`config.mk`:
```
export PLATFORM = sky130hd
export DESIGN_NAME = fb_write_arbiter
export DESIGN_NICKNAME = d
export VERILOG_FILES = /design/src/rtl/fb_pkg.sv /design/src/rtl/fb_rr_arbiter.sv /design/src/rtl/fb_write_arbiter.sv
export SDC_FILE = /design/constraint.sdc
export NUM_CORES = 1
export LEC_CHECK = 0
export CORE_UTILIZATION = 40
export DETAILED_ROUTE_END_ITERATION = 10
export PLACE_DENSITY = 0.68
export SETUP_SLACK_MARGIN = 0.1
export SLEW_MARGIN = 20
export SYNTH_ARGS = -nofsm -noshare
export SYNTH_HDL_FRONTEND = slang
export SYNTH_HIERARCHICAL = 1
export SYNTH_SLANG_ARGS = --single-unit
export TNS_END_PERCENT = 5
```
`constraint.sdc`:
```
create_clock -name CLOCK_50 -period 8.7 [get_ports CLOCK_50]
set_input_delay 1.305 -clock CLOCK_50 [delete_from_list [all_inputs] [get_ports CLOCK_50]]
set_output_delay 1.305 -clock CLOCK_50 [all_outputs]
set_load 0.01 [all_outputs]
```
`src/rtl/fb_pkg.sv`:
```
// Shared framebuffer geometry and fill-engine state type.
//   FB_WIDTH x FB_HEIGHT RGB 8:8:8 framebuffer, FB_WORDS valid words.
//   fill_state_t : fill engine FSM states.
package fb_pkg;

  localparam int unsigned FB_WIDTH  = 280;
  localparam int unsigned FB_HEIGHT = 192;
  localparam int unsigned FB_WORDS  = FB_WIDTH * FB_HEIGHT;
  localparam int unsigned FB_DATA_W = 24;
  localparam int unsigned FB_ADDR_W = 16;

  typedef enum logic [1:0] {IDLE, FILL, DONE} fill_state_t;

endpackage

```
`src/rtl/fb_rr_arbiter.sv`:
```
// Purely combinational round-robin arbiter.
//   req_i   : per-slot request vector
//   ptr_i   : last winning slot; search starts at ptr_i+1 (mod N)
//   gnt_o   : one-hot grant (or zero)
//   idx_o   : index of the granted slot
//   valid_o : a grant was issued
module fb_rr_arbiter #(
  parameter int unsigned N    = 3,
  parameter int unsigned IdxW = (N > 1) ? $clog2(N) : 1
) (
  input  logic [N-1:0]    req_i,
  input  logic [IdxW-1:0] ptr_i,
  output logic [N-1:0]    gnt_o,
  output logic [IdxW-1:0] idx_o,
  output logic            valid_o
);

  always_comb begin
    logic [31:0]     slot;
    logic [IdxW-1:0] slot_idx;
    gnt_o   = '0;
    idx_o   = '0;
    valid_o = 1'b0;
    for (int unsigned k = 1; k <= N; k++) begin
      slot = 32'(ptr_i) + k;
      if (slot >= N) slot = slot - N;
      slot_idx = IdxW'(slot);
      if (!valid_o && req_i[slot_idx]) begin
        gnt_o[slot_idx] = 1'b1;
        idx_o           = slot_idx;
        valid_o         = 1'b1;
      end
    end
  end

endmodule

```
`src/rtl/fb_write_arbiter.sv`:
```
// Framebuffer RAM write-port owner: round-robin between NUM_REQ external
// pixel writers and a built-in fill engine, one registered write per cycle.
//   CLOCK_50 / reset          : clock, async active-low reset
//   req_valid/ready/adr/data  : external writers (flattened vectors)
//   fill_start/abort/base/count/color, fill_busy/done : fill engine
//   fb_d / fb_adr_w / fb_we   : RAM write port (registered)
//   oob_err / oob_clr         : sticky out-of-bounds flag
// Optional feature macro: FB_WR_BOUNDS_CHECK_EN (drop writes at addr >= FB_WORDS).
module fb_write_arbiter
  import fb_pkg::*;
#(
  parameter int unsigned NUM_REQ  = 2,
  parameter int unsigned DATA_W   = fb_pkg::FB_DATA_W,
  parameter int unsigned ADDR_W   = fb_pkg::FB_ADDR_W,
  parameter int unsigned FB_WORDS = fb_pkg::FB_WORDS
) (
  input  logic                      CLOCK_50,
  input  logic                      reset,
  input  logic [NUM_REQ-1:0]        req_valid,
  output logic [NUM_REQ-1:0]        req_ready,
  input  logic [NUM_REQ*ADDR_W-1:0] req_adr,
  input  logic [NUM_REQ*DATA_W-1:0] req_data,
  input  logic                      fill_start,
  input  logic                      fill_abort,
  input  logic [ADDR_W-1:0]         fill_base,
  input  logic [ADDR_W:0]           fill_count,
  input  logic [DATA_W-1:0]         fill_color,
  output logic                      fill_busy,
  output logic                      fill_done,
  output logic [DATA_W-1:0]         fb_d,
  output logic [ADDR_W-1:0]         fb_adr_w,
  output logic                      fb_we,
  output logic                      oob_err,
  input  logic                      oob_clr
);

  localparam int unsigned NumSlots = NUM_REQ + 1;
  localparam int unsigned IdxW     = $clog2(NumSlots);
  localparam int unsigned FillSlot = NUM_REQ;

  fill_state_t         state_q, state_d;
  logic [ADDR_W-1:0]   base_q, base_d;
  logic [ADDR_W:0]     count_q, count_d, idx_q, idx_d;
  logic [DATA_W-1:0]   color_q, color_d;
  logic [IdxW-1:0]     ptr_q, ptr_d;
  logic                we_q, we_d, busy_q, busy_d, done_q, done_d, oob_q, oob_d;
  logic [ADDR_W-1:0]   adr_q, adr_d;
  logic [DATA_W-1:0]   dat_q, dat_d;

  logic [NumSlots-1:0] slot_req, gnt;
  logic [IdxW-1:0]     gnt_idx;
  logic                gnt_valid, fill_gnt, oob_hit;
  logic [ADDR_W-1:0]   sel_adr;
  logic [DATA_W-1:0]   sel_d;

  assign slot_req = {state_q == FILL, req_valid};

  fb_rr_arbiter #(
    .N    (NumSlots),
    .IdxW (IdxW)
  ) u_arb (
    .req_i   (slot_req),
    .ptr_i   (ptr_q),
    .gnt_o   (gnt),
    .idx_o   (gnt_idx),
    .valid_o (gnt_valid)
  );

  assign req_ready = gnt[NUM_REQ-1:0];
  assign fill_gnt  = gnt[FillSlot];

  // Write source mux; fill address wraps modulo 2^ADDR_W by truncation.
  always_comb begin
    sel_adr = base_q + idx_q[ADDR_W-1:0];
    sel_d   = color_q;
    for (int unsigned i = 0; i < NUM_REQ; i++) begin
      if (gnt[i]) begin
        sel_adr = req_adr[i*ADDR_W +: ADDR_W];
        sel_d   = req_data[i*DATA_W +: DATA_W];
      end
    end
  end

  assign oob_hit = gnt_valid && (32'(sel_adr) >= FB_WORDS);

  // Fill engine next state
  always_comb begin
    state_d = state_q;
    base_d  = base_q;
    count_d = count_q;
    color_d = color_q;
    idx_d   = idx_q;
    unique case (state_q)
      IDLE: begin
        if (fill_start) begin
          base_d  = fill_base;
          count_d = fill_count;
          color_d = fill_color;
          idx_d   = '0;
          state_d = (fill_count == '0) ? DONE : FILL;
        end
      end
      FILL: begin
        // A grant in the abort cycle is already committed to the output regs.
        if (fill_abort) begin
          state_d = IDLE;
        end else if (fill_gnt) begin
          if (idx_q == count_q - (ADDR_W+1)'(1)) state_d = DONE;
          else                                   idx_d   = idx_q + (ADDR_W+1)'(1);
        end
      end
      DONE:    state_d = IDLE;
      default: state_d = IDLE;
    endcase
  end

  always_comb begin
    ptr_d  = gnt_valid ? gnt_idx : ptr_q;
    adr_d  = gnt_valid ? sel_adr : adr_q;
    dat_d  = gnt_valid ? sel_d : dat_q;
    busy_d = (state_d == FILL);
    done_d = (state_q == DONE);
`ifdef FB_WR_BOUNDS_CHECK_EN
    // Out-of-range writes are consumed but never reach the RAM.
    we_d  = gnt_valid && !oob_hit;
    oob_d = oob_hit ? 1'b1 : (oob_clr ? 1'b0 : oob_q);
`else
    we_d  = gnt_valid;
    oob_d = 1'b0;
`endif
  end

`ifndef FB_WR_BOUNDS_CHECK_EN
  logic unused_oob;
  assign unused_oob = oob_hit ^ oob_clr;
`endif

  always_ff @(posedge CLOCK_50 or negedge reset) begin
    if (!reset) begin
      state_q <= IDLE;
      base_q  <= '0;
      count_q <= '0;
      color_q <= '0;
      idx_q   <= '0;
      ptr_q   <= IdxW'(NUM_REQ);
      we_q    <= 1'b0;
      adr_q   <= '0;
      dat_q   <= '0;
      busy_q  <= 1'b0;
      done_q  <= 1'b0;
      oob_q   <= 1'b0;
    end else begin
      state_q <= state_d;
      base_q  <= base_d;
      count_q <= count_d;
      color_q <= color_d;
      idx_q   <= idx_d;
      ptr_q   <= ptr_d;
      we_q    <= we_d;
      adr_q   <= adr_d;
      dat_q   <= dat_d;
      busy_q  <= busy_d;
      done_q  <= done_d;
      oob_q   <= oob_d;
    end
  end

  assign fb_we     = we_q;
  assign fb_adr_w  = adr_q;
  assign fb_d      = dat_q;
  assign fill_busy = busy_q;
  assign fill_done = done_q;
  assign oob_err   = oob_q;

endmodule

```
# [Word-level counts from Yosys, hierarchy flattened]
# Index checks and enable logic that the tools add are counted.
[word_totals] out_inout_bits=46 wordCells=90 in_bits=144 ff_bits=121
[op_classes] n_bitwise=2 order_cmp=9 addsub=9 eq_ne=8 n_reduce_logical=12 mux=39
[op_table] cell="$mux W17" count=4
[op_table] cell="$mux W24" count=2
[op_table] cell="$pmux W17 S2" count=1
[op_table] cell="$mux W16" count=2
[op_table] cell="$mux W2" count=11
[op_table] cell="$add A17 B1 Y17 const B" count=1
[op_table] cell="$eq A17 B17 Y1" count=1
[op_table] cell="$logic_not A17 Y1" count=1
[op_table] cell="$sub A17 B1 Y17 const B" count=1
[op_table] cell="$add A16 B16 Y16" count=1
[op_table] cell="$ge A3 B2 Y1 const B" count=3
[op_table] cell="$lt A2 B3 Y1 const B" count=3
[op_table] cell="$mux W1" count=9
[op_table] cell="$mux W3" count=3
[op_table] cell="$ne A2 B2 Y1 const B" count=4
[op_table] cell="$add A2 B2 Y3 const B" count=2
[op_table] cell="$bmux W1 S2" count=3
[op_table] cell="$demux W1 S2" count=3
[op_table] cell="$ge A2 B1 Y1 const B" count=3
[op_table] cell="$or A3 B3 Y3" count=2
[op_table] cell="$sub A2 B2 Y2 const B" count=3
[op_table] cell="$logic_and A1 B1 Y1" count=5
[op_table] cell="$reduce_and A5 Y1" count=1
[op_table] cell="$eq A2 B1 Y1 const B" count=2
[op_table] cell="7 further kinds" count=8

# [Depth between registers and ports, before layout]
# Gate-level depths: netlist of the first run.
[logic_depth] ltp_word=16 mapped_depth=13 depth_no_buf=11

# [Cells and area by module]
# Netlist of the first run, hierarchy kept.
[modules_own_cells] mod="fb_write_arbiter" cells_per_inst=778 area_each_um2=6959.2 seq_area_each_um2=3029.2 instances=1
[modules_own_cells] mod="fb_rr_arbiter" cells_per_inst=51 area_each_um2=394.1 seq_area_each_um2=0.0 instances=1

# [Worst setup path before layout of the first run]
# OpenSTA, ideal clock, no wires.
[synth_timing] path_type="input-to-reg" startpoint="input req_valid[0]" endpoint="register adr_q[0], in the netlist fb_adr_w[0]" t_required_ns=8.575 cell_stages=9 arrival_time_ns=3.374 setup_ns=0.125 n_path_buf=2 slack_ns=5.201 cell_sequence="mux2_4 > mux2i_4 > nand3_1 > a31oi_1 > clkbuf_1 > buf_1 > mux2i_1 > o21ai_0 > mux2_2"
[synth_via] elab_chain_len=11 elab_cells_between_ends=20 cone_classes="mux: 14; bitwise: 2; reduce/logical: 4"
[synth_lines] item="start, declared" line_no="fb_write_arbiter.sv:19" rtl="input logic [NUM_REQ-1:0] req_valid,"
[synth_lines] item="$bmux W1 S2" line_no="fb_rr_arbiter.sv:28" rtl="if (!valid_o && req_i[slot_idx]) begin"
[synth_lines] item="$mux W1 (implied by the code)" line_no="fb_rr_arbiter.sv:28"
[synth_lines] item="$mux W1" line_no="fb_rr_arbiter.sv:28"
[synth_lines] item="$logic_not A1 Y1" line_no="fb_rr_arbiter.sv:28"
[synth_lines] item="$logic_and A1 B1 Y1" line_no="fb_rr_arbiter.sv:28"
[synth_lines] item="$mux W1" line_no="fb_rr_arbiter.sv:28"
[synth_lines] item="$logic_not A1 Y1" line_no="fb_rr_arbiter.sv:28"
[synth_lines] item="$logic_and A1 B1 Y1" line_no="fb_rr_arbiter.sv:28"
[synth_lines] item="$mux W3 (*)" line_no="fb_rr_arbiter.sv:28"
[synth_lines] item="via req_ready[0]" line_no="fb_write_arbiter.sv:20" rtl="output logic [NUM_REQ-1:0] req_ready,"
[synth_lines] item="$mux W16 (*) (2 in a row)" line_no="fb_write_arbiter.sv:77" rtl="if (gnt[i]) begin"
[synth_lines] item="end signal, assigned" line_no="fb_write_arbiter.sv:160" rtl="adr_q <= adr_d;"
[synth_lines] item="end, declared" line_no="fb_write_arbiter.sv:47" rtl="logic [ADDR_W-1:0] adr_q, adr_d;"
# Mark *: on every way through the listed nets, which the timed path passes. The rest lies on a longest branch. The select of a mux whose other input is x is not followed.
# A chain may end at the register's enable or synchronous reset.

# [Worst setup path after layout of the first run]
[layout_timing] startpoint="input req_valid[0]" endpoint="output req_ready[0]"
[layout_via] elab_chain_len=9 elab_cells_between_ends=17 cone_classes="mux: 11; bitwise: 2; reduce/logical: 4"
[layout_lines] item="$bmux W1 S2" line_no="fb_rr_arbiter.sv:28"
[layout_lines] item="$mux W1 (implied by the code)" line_no="fb_rr_arbiter.sv:28"
[layout_lines] item="$mux W1" line_no="fb_rr_arbiter.sv:28"
[layout_lines] item="$logic_not A1 Y1" line_no="fb_rr_arbiter.sv:28"
[layout_lines] item="$logic_and A1 B1 Y1" line_no="fb_rr_arbiter.sv:28"
[layout_lines] item="$mux W1" line_no="fb_rr_arbiter.sv:28"
[layout_lines] item="$logic_not A1 Y1" line_no="fb_rr_arbiter.sv:28"
[layout_lines] item="$logic_and A1 B1 Y1" line_no="fb_rr_arbiter.sv:28"
[layout_lines] item="$mux W3 (*)" line_no="fb_rr_arbiter.sv:28"
[layout_lines] item="end, declared" line_no="fb_write_arbiter.sv:20"
# Mark *: on every way between the ends. The rest lies on a longest branch, timed or not. The select of a mux whose other input is x is not followed.

==> results.toml, run 1 <==
[sta]
maxSlewHeadroom_pct = 38.68
finalMaxSlewViolations = 0
rsz0062_at_grt = "no"
period_share_pct = 60.93
max_freq_ghz = 0.1886
setup_viol = 0
hold_viol = 0
fin_setup_tns_ps = 0
period_minus_slack_ps = 5301
clock_skew_ps = 7.773
worst_pin_slew_ps = 919.7

[synthesis]
synth.distinct_cells = 76
synth_top_area_share_pct = 40.84
synth-edff-count = 0
synth_ff_type = "dfrtp_1"
postSynthAreaPerCell_um2 = 8.870
ys_seq_elements = 121
syn-instance-count = 829
syn-cell-area_um2 = 7353
ys_seq_area_share_pct = 41.19
synth_top_area_cell = "dfrtp_1"
synth_area_leaders = "dfrtp_1 (41%), nand2_1 (12%), mux2_2 (4.4%), mux2i_1 (4.4%), o21ai_0 (4.3%)"
ys_async_sr_fraction_pct = 100.0
ys_warn_count = 6
synth.net_count = 997

[setup_path]
cpPeakStageDelay_ps = 670
setup.worst_path.class = "in2out"
crit_slowest_cell = "clkdlybuf4s50_1"
crit_top_cell = "clkdlybuf4s50_1"
critPathArrivalTime_ps = 4000
worstPathRequired_ps = 7390
crit_chain = "clkdlybuf4s50_1 > nor3b_1 > o21bai_2 > nand3_1 > a31oi_4 > buf_4 > clkdlybuf4s50_1"
path_delay_family = "buffers and inverters"
crit_buf_inv = 3
worst_setup_path_end_kind = "output port"
crit_path_start_kind = "primary input"
critPathMaxFanout = 53

[clocking]
postCtsSetupBuffers = 0
cts_buffers = 17
cts_tree = "built"
cts_max_level = 4
ctsHoldBuffers = 0
cts_root_buf = "clkbuf_16"
cts.repair.resized = 0
clock_latency_ps = 430
cts_sinks = 121
clkSlewWorstSetupHoldPaths_ps = 50
clk_path_buf_depth = 2

[placed_design]
gp_congestion = 0.8301
numPortBuffers = 187
dp_hpwl_um = 13440

[cells_and_area]
layout_commonest_cell = "nand2_1"
areaGrowthSynthToFinish_pct = 35.61
antennaDiodeCount = 0
drive_gt1_share_pct = 9.127
nets = 1163
mostFrequentLayoutCells = "nand2_1 (225), clkdlybuf4s50_1 (186), dfrtp_1 (120), o21ai_0 (63), mux2i_1 (32)"

[global_route]
antenna_found_initial = 0
grt_max_degree = 76
track_usage_pct = 20.76
grt_pass1_wl_um = 30280
grt-ovfl-total = 0
grt_pass1_vias = 5957

[routing]
via_per_inst = 5.247
via_count = 6490
finalWirelength_um = 19400
drt-initial-drc-count = 331
wl_per_cell_um = 15.68
drc = 0
dr.pass1.iters = 5
ant_nets = 0

[flow_run]
drv_cap = 0

[floorplan]
die_w_um = 137.6
io_pins = 190
die_h_um = 137.6
die_area_um2 = 18930
placementRows = 49
initial_core_util_pct = 40.93
core_um2 = 17960

[power]
power_density_nw_per_um2 = 303.6
power_leakage_nw = 4.347
finalPower_mw = 3.028
peakVddDrop_uv = 551.1

[min_path]
hold_path.class = "reg2reg"

[status]
status = "complete, no violations"
[stage by stage]
step | worst slack, ps | hold WS [ps] | std cells | area, um2 | utilization [%]
2_1_floorplan | 5201 | 431.5 | 829 | 7353 | -
4_1_cts | 3370 | 475.1 | 1237 | 9972 | 55.51
6_report | 3399 | 470.1 | 1237 | 9972 | 55.51
3_5_place_dp | 3373 | 461.5 | 1205 | 9370 | 52.16
3_3_place_gp | 3417 | 457.7 | 1205 | 9370 | 52.16
5_1_grt | 3222 | 483.0 | 1237 | 9972 | 55.51
[sequential cells by signal (all words and copies together), names as in the netlist]
signal	count
fb_adr_w	16
state_q	2
fill_busy	1
fb_we	1
fb_d	24
color_q	24
fill_done	1
count_q	17
ptr_q	2
base_q	16
idx_q	17
[path summary, 6_finish.rpt]
kind	start	end	slack [ps]	cells past startpoint
max	req_valid[0]	req_ready[0]	3400	7
min	color_q[16]	color_q[16]	470	2
max reg2reg	ptr_q[0]	fb_adr_w[13]	5210	11
min reg2reg	color_q[16]	color_q[16]	470	2
max in group asynchronous	reset	count_q[15]	6360	2
min in group asynchronous	reset	fb_d[19]	930	1
[cells by family after synthesis]
| family | Yosys count | share of synthesized area, % |
|---|---|---|
| AND/OR/NAND/NOR | 362 | 23.46 |
| AO/OA/AOI/OAI | 158 | 14.09 |
| flip-flops | 121 | 41.19 |
| buffers and inverters | 70 | 4.135 |
| multiplexers | 63 | 9.307 |
| XOR/XNOR | 30 | 3.573 |
| adder cells (fa/ha/maj) | 24 | 4.186 |
| other | 1 | 0.05100 |
[Yosys cell counts (3+ instances only)]
master	count
clkbuf_1	35
a31oi_1	5
o211ai_1	18
nand3_1	13
mux2_2	29
buf_6	3
nand2_1	226
inv_1	23
or4_1	14
o21a_1	4
o21ai_1	3
nand4_1	10
o31ai_1	3
nor4_1	6
buf_1	3
o2bb2ai_1	3
xor2_1	12
xnor2_1	18
nand3b_1	4
mux2i_1	32
nor3_1	11
ha_1	23
a21oi_1	20
a211oi_1	10
or3_1	7
dfrtp_1	120
nand2b_1	4
buf_2	3
a21o_1	3
o221ai_1	3
and3_1	5
nor3b_1	3
nor2_1	25
nand4b_1	4
o21ai_0	63
nor2b_1	11
o311ai_0	4
[power breakdown]
part | switching (mW) | leakage [nW] | internal, mW
clock network | 0.264 | 0.296 | 0.452
registers | 0.115 | 1.51 | 0.737
logic | 0.743 | 2.54 | 0.718
total | 1.12 | 4.35 | 1.91
[cell type report]
cell class                 count  area [um2]
tap                          229       286.5
sequential                   121        3029
timing repair buffer         193        1914
fill                        1681        7991
inverter                      24       90.09
clock buffer                  22       484.2
clock inverter                10       117.6
multi-input combinational    638        4050
[layer usage]
layer / GRT usage (%) / wire (um)
met1: 29.13 / 9083
met2: 31.04 / 8977
met5: 0 / 0
met4: 7.570 / 395
met3: 4.709 / 938
[tightest hold or removal path, cell delays in order, from the launching register on]
cell     delay, ps
dfrtp_1        330
nand2_1         50
nand2_1         50
Note: power is estimated with default switching activity, not from simulation.
==> inputs of run 2 (changes only) <==
--- a/config.mk
+++ b/config.mk
@@ -7,7 +7,7 @@
 export LEC_CHECK = 0
 export CORE_UTILIZATION = 40
 export DETAILED_ROUTE_END_ITERATION = 10
-export PLACE_DENSITY = 0.68
+export PLACE_DENSITY = 0.7
 export SETUP_SLACK_MARGIN = 0.1
 export SLEW_MARGIN = 20
 export SYNTH_ARGS = -nofsm -noshare
==> constraint.sdc (replaced) <==
create_clock -name CLOCK_50 -period 4.35 [get_ports CLOCK_50]
set_input_delay 0.6525 -clock CLOCK_50 [delete_from_list [all_inputs] [get_ports CLOCK_50]]
set_output_delay 0.6525 -clock CLOCK_50 [all_outputs]
set_load 0.01 [all_outputs]
==> run 2 against run 1 <==
Compared with the run above: sequential share of layout area about the same; wire length decreased by 0.73%; hold slack got worse by 100 ps; clock power increased by 94%; first-iteration DRC count increased by 7.6%; final area about the same; total power increased by 99%; sequential cell count unchanged; largest cell class unchanged; largest power group unchanged.
==> results.toml, run 2 (same netlist as run 1, synthesis figures left out) <==
[power]
power_leakage_nw = 4.340
finalPower_mw = 6.030
peakVddDrop_uv = 802.8
power_density_nw_per_um2 = 604.8

[routing]
finalWirelength_um = 19250
via_per_inst = 5.200
dr.pass1.iters = 5
wl_per_cell_um = 15.55
drt-initial-drc-count = 356
via_count = 6438
drc = 0
ant_nets = 0

[floorplan]
die_area_um2 = 18930
die_h_um = 137.6
placementRows = 49
io_pins = 190
initial_core_util_pct = 40.93
die_w_um = 137.6
core_um2 = 17960

[clocking]
cts_buffers = 17
cts_sinks = 121
postCtsSetupBuffers = 0
cts.repair.resized = 0
cts_tree = "built"
clkSlewWorstSetupHoldPaths_ps = 60
cts_root_buf = "clkbuf_16"
ctsHoldBuffers = 0
clk_path_buf_depth = 2
clock_latency_ps = 420
cts_max_level = 4

[global_route]
grt-ovfl-total = 0
grt_max_degree = 79
antenna_found_initial = 0
grt_pass1_wl_um = 30150
grt_pass1_vias = 5944
track_usage_pct = 20.58

[sta]
rsz0062_at_grt = "no"
hold_viol = 0
max_freq_ghz = 0.2739
maxSlewHeadroom_pct = 36.85
period_share_pct = 83.92
setup_viol = 0
clock_skew_ps = 8.390
fin_setup_tns_ps = 0
finalMaxSlewViolations = 0
worst_pin_slew_ps = 947.3
period_minus_slack_ps = 3650

[setup_path]
worst_setup_path_end_kind = "output port"
critPathArrivalTime_ps = 3000
critPathMaxFanout = 9
setup.worst_path.class = "reg2out"
crit_path_start_kind = "register"
worstPathRequired_ps = 3700

[placed_design]
dp_hpwl_um = 13540
numPortBuffers = 187
gp_congestion = 0.8713
placed_area_um2 = 9390

[cells_and_area]
antennaDiodeCount = 0
fillers = 1619
layout_commonest_cell = "nand2_1"
areaGrowthSynthToFinish_pct = 35.60
mostFrequentLayoutCells = "nand2_1 (225), clkdlybuf4s50_1 (186), dfrtp_1 (120), o21ai_0 (63), mux2i_1 (32)"
drive_gt1_share_pct = 9.118
design_area_um2 = 9971
nets = 1164

[status]
status = "complete, no violations"

[min_path]
hold_path.class = "in2async"

[flow_run]
drv_cap = 0
## run 2: critical path, cell delays in order, from the launching register on
cell and delay (ps):
dfrtp_1 530, inv_1 160, ha_1 440, nor3b_1 330, o21bai_2 190, nand3_1 140
a31oi_4 230, clkdlybuf4s50_1 570
## run 2: final timing paths
check                            start      endpoint  slack, ps  cells past startpoint
max                           ptr_q[0]  req_ready[0]        700                      7
min                              reset      fb_d[22]        370                      1
max reg2reg                   ptr_q[0]      idx_q[8]        930                      9
min reg2reg                color_q[16]   color_q[16]        470                      2
max in group asynchronous        reset    count_q[8]       3010                      2
min in group CLOCK_50      color_q[16]   color_q[16]        470                      2
## run 2: through the flow
step                      hold WS [ps]  cells  setup slack (ps)  utilization [%]
after global routing             455.5   1238             467.3            55.51
after global placement           456.8   1206             916.9            52.27
after detailed placement         461.2   1206             898.8            52.27
after floorplan                  356.9    829              1166                -
after CTS                        416.9   1238             673.2            55.51
final                            366.9   1238             699.6            55.51
## run 2: layer usage
metal  track usage (%)  part of all wire (%)
met3             3.753                   4.7
met4             7.143                   2.0
met1             29.19                    47
met2             31.27                    46
met5                 0                     0
## run 2: final cells by class
type | instances | area, um2 | share of cell area (%)
inverters | 24 | 90.09 | 0.9035
multi-input cells | 638 | 4050 | 40.62
well taps | 229 | 286.5 | 2.874
clock inverters | 11 | 120.1 | 1.205
flip-flops and latches | 121 | 3029 | 30.38
repair buffers | 194 | 1934 | 19.40
clock buffers | 21 | 460.4 | 4.618
## run 2: report_power, final
group	switching [mW]	total [mW]	internal, mW
combinational	1.47	2.92	1.45
sequential	0.239	1.71	1.47
clock	0.523	1.39	0.872
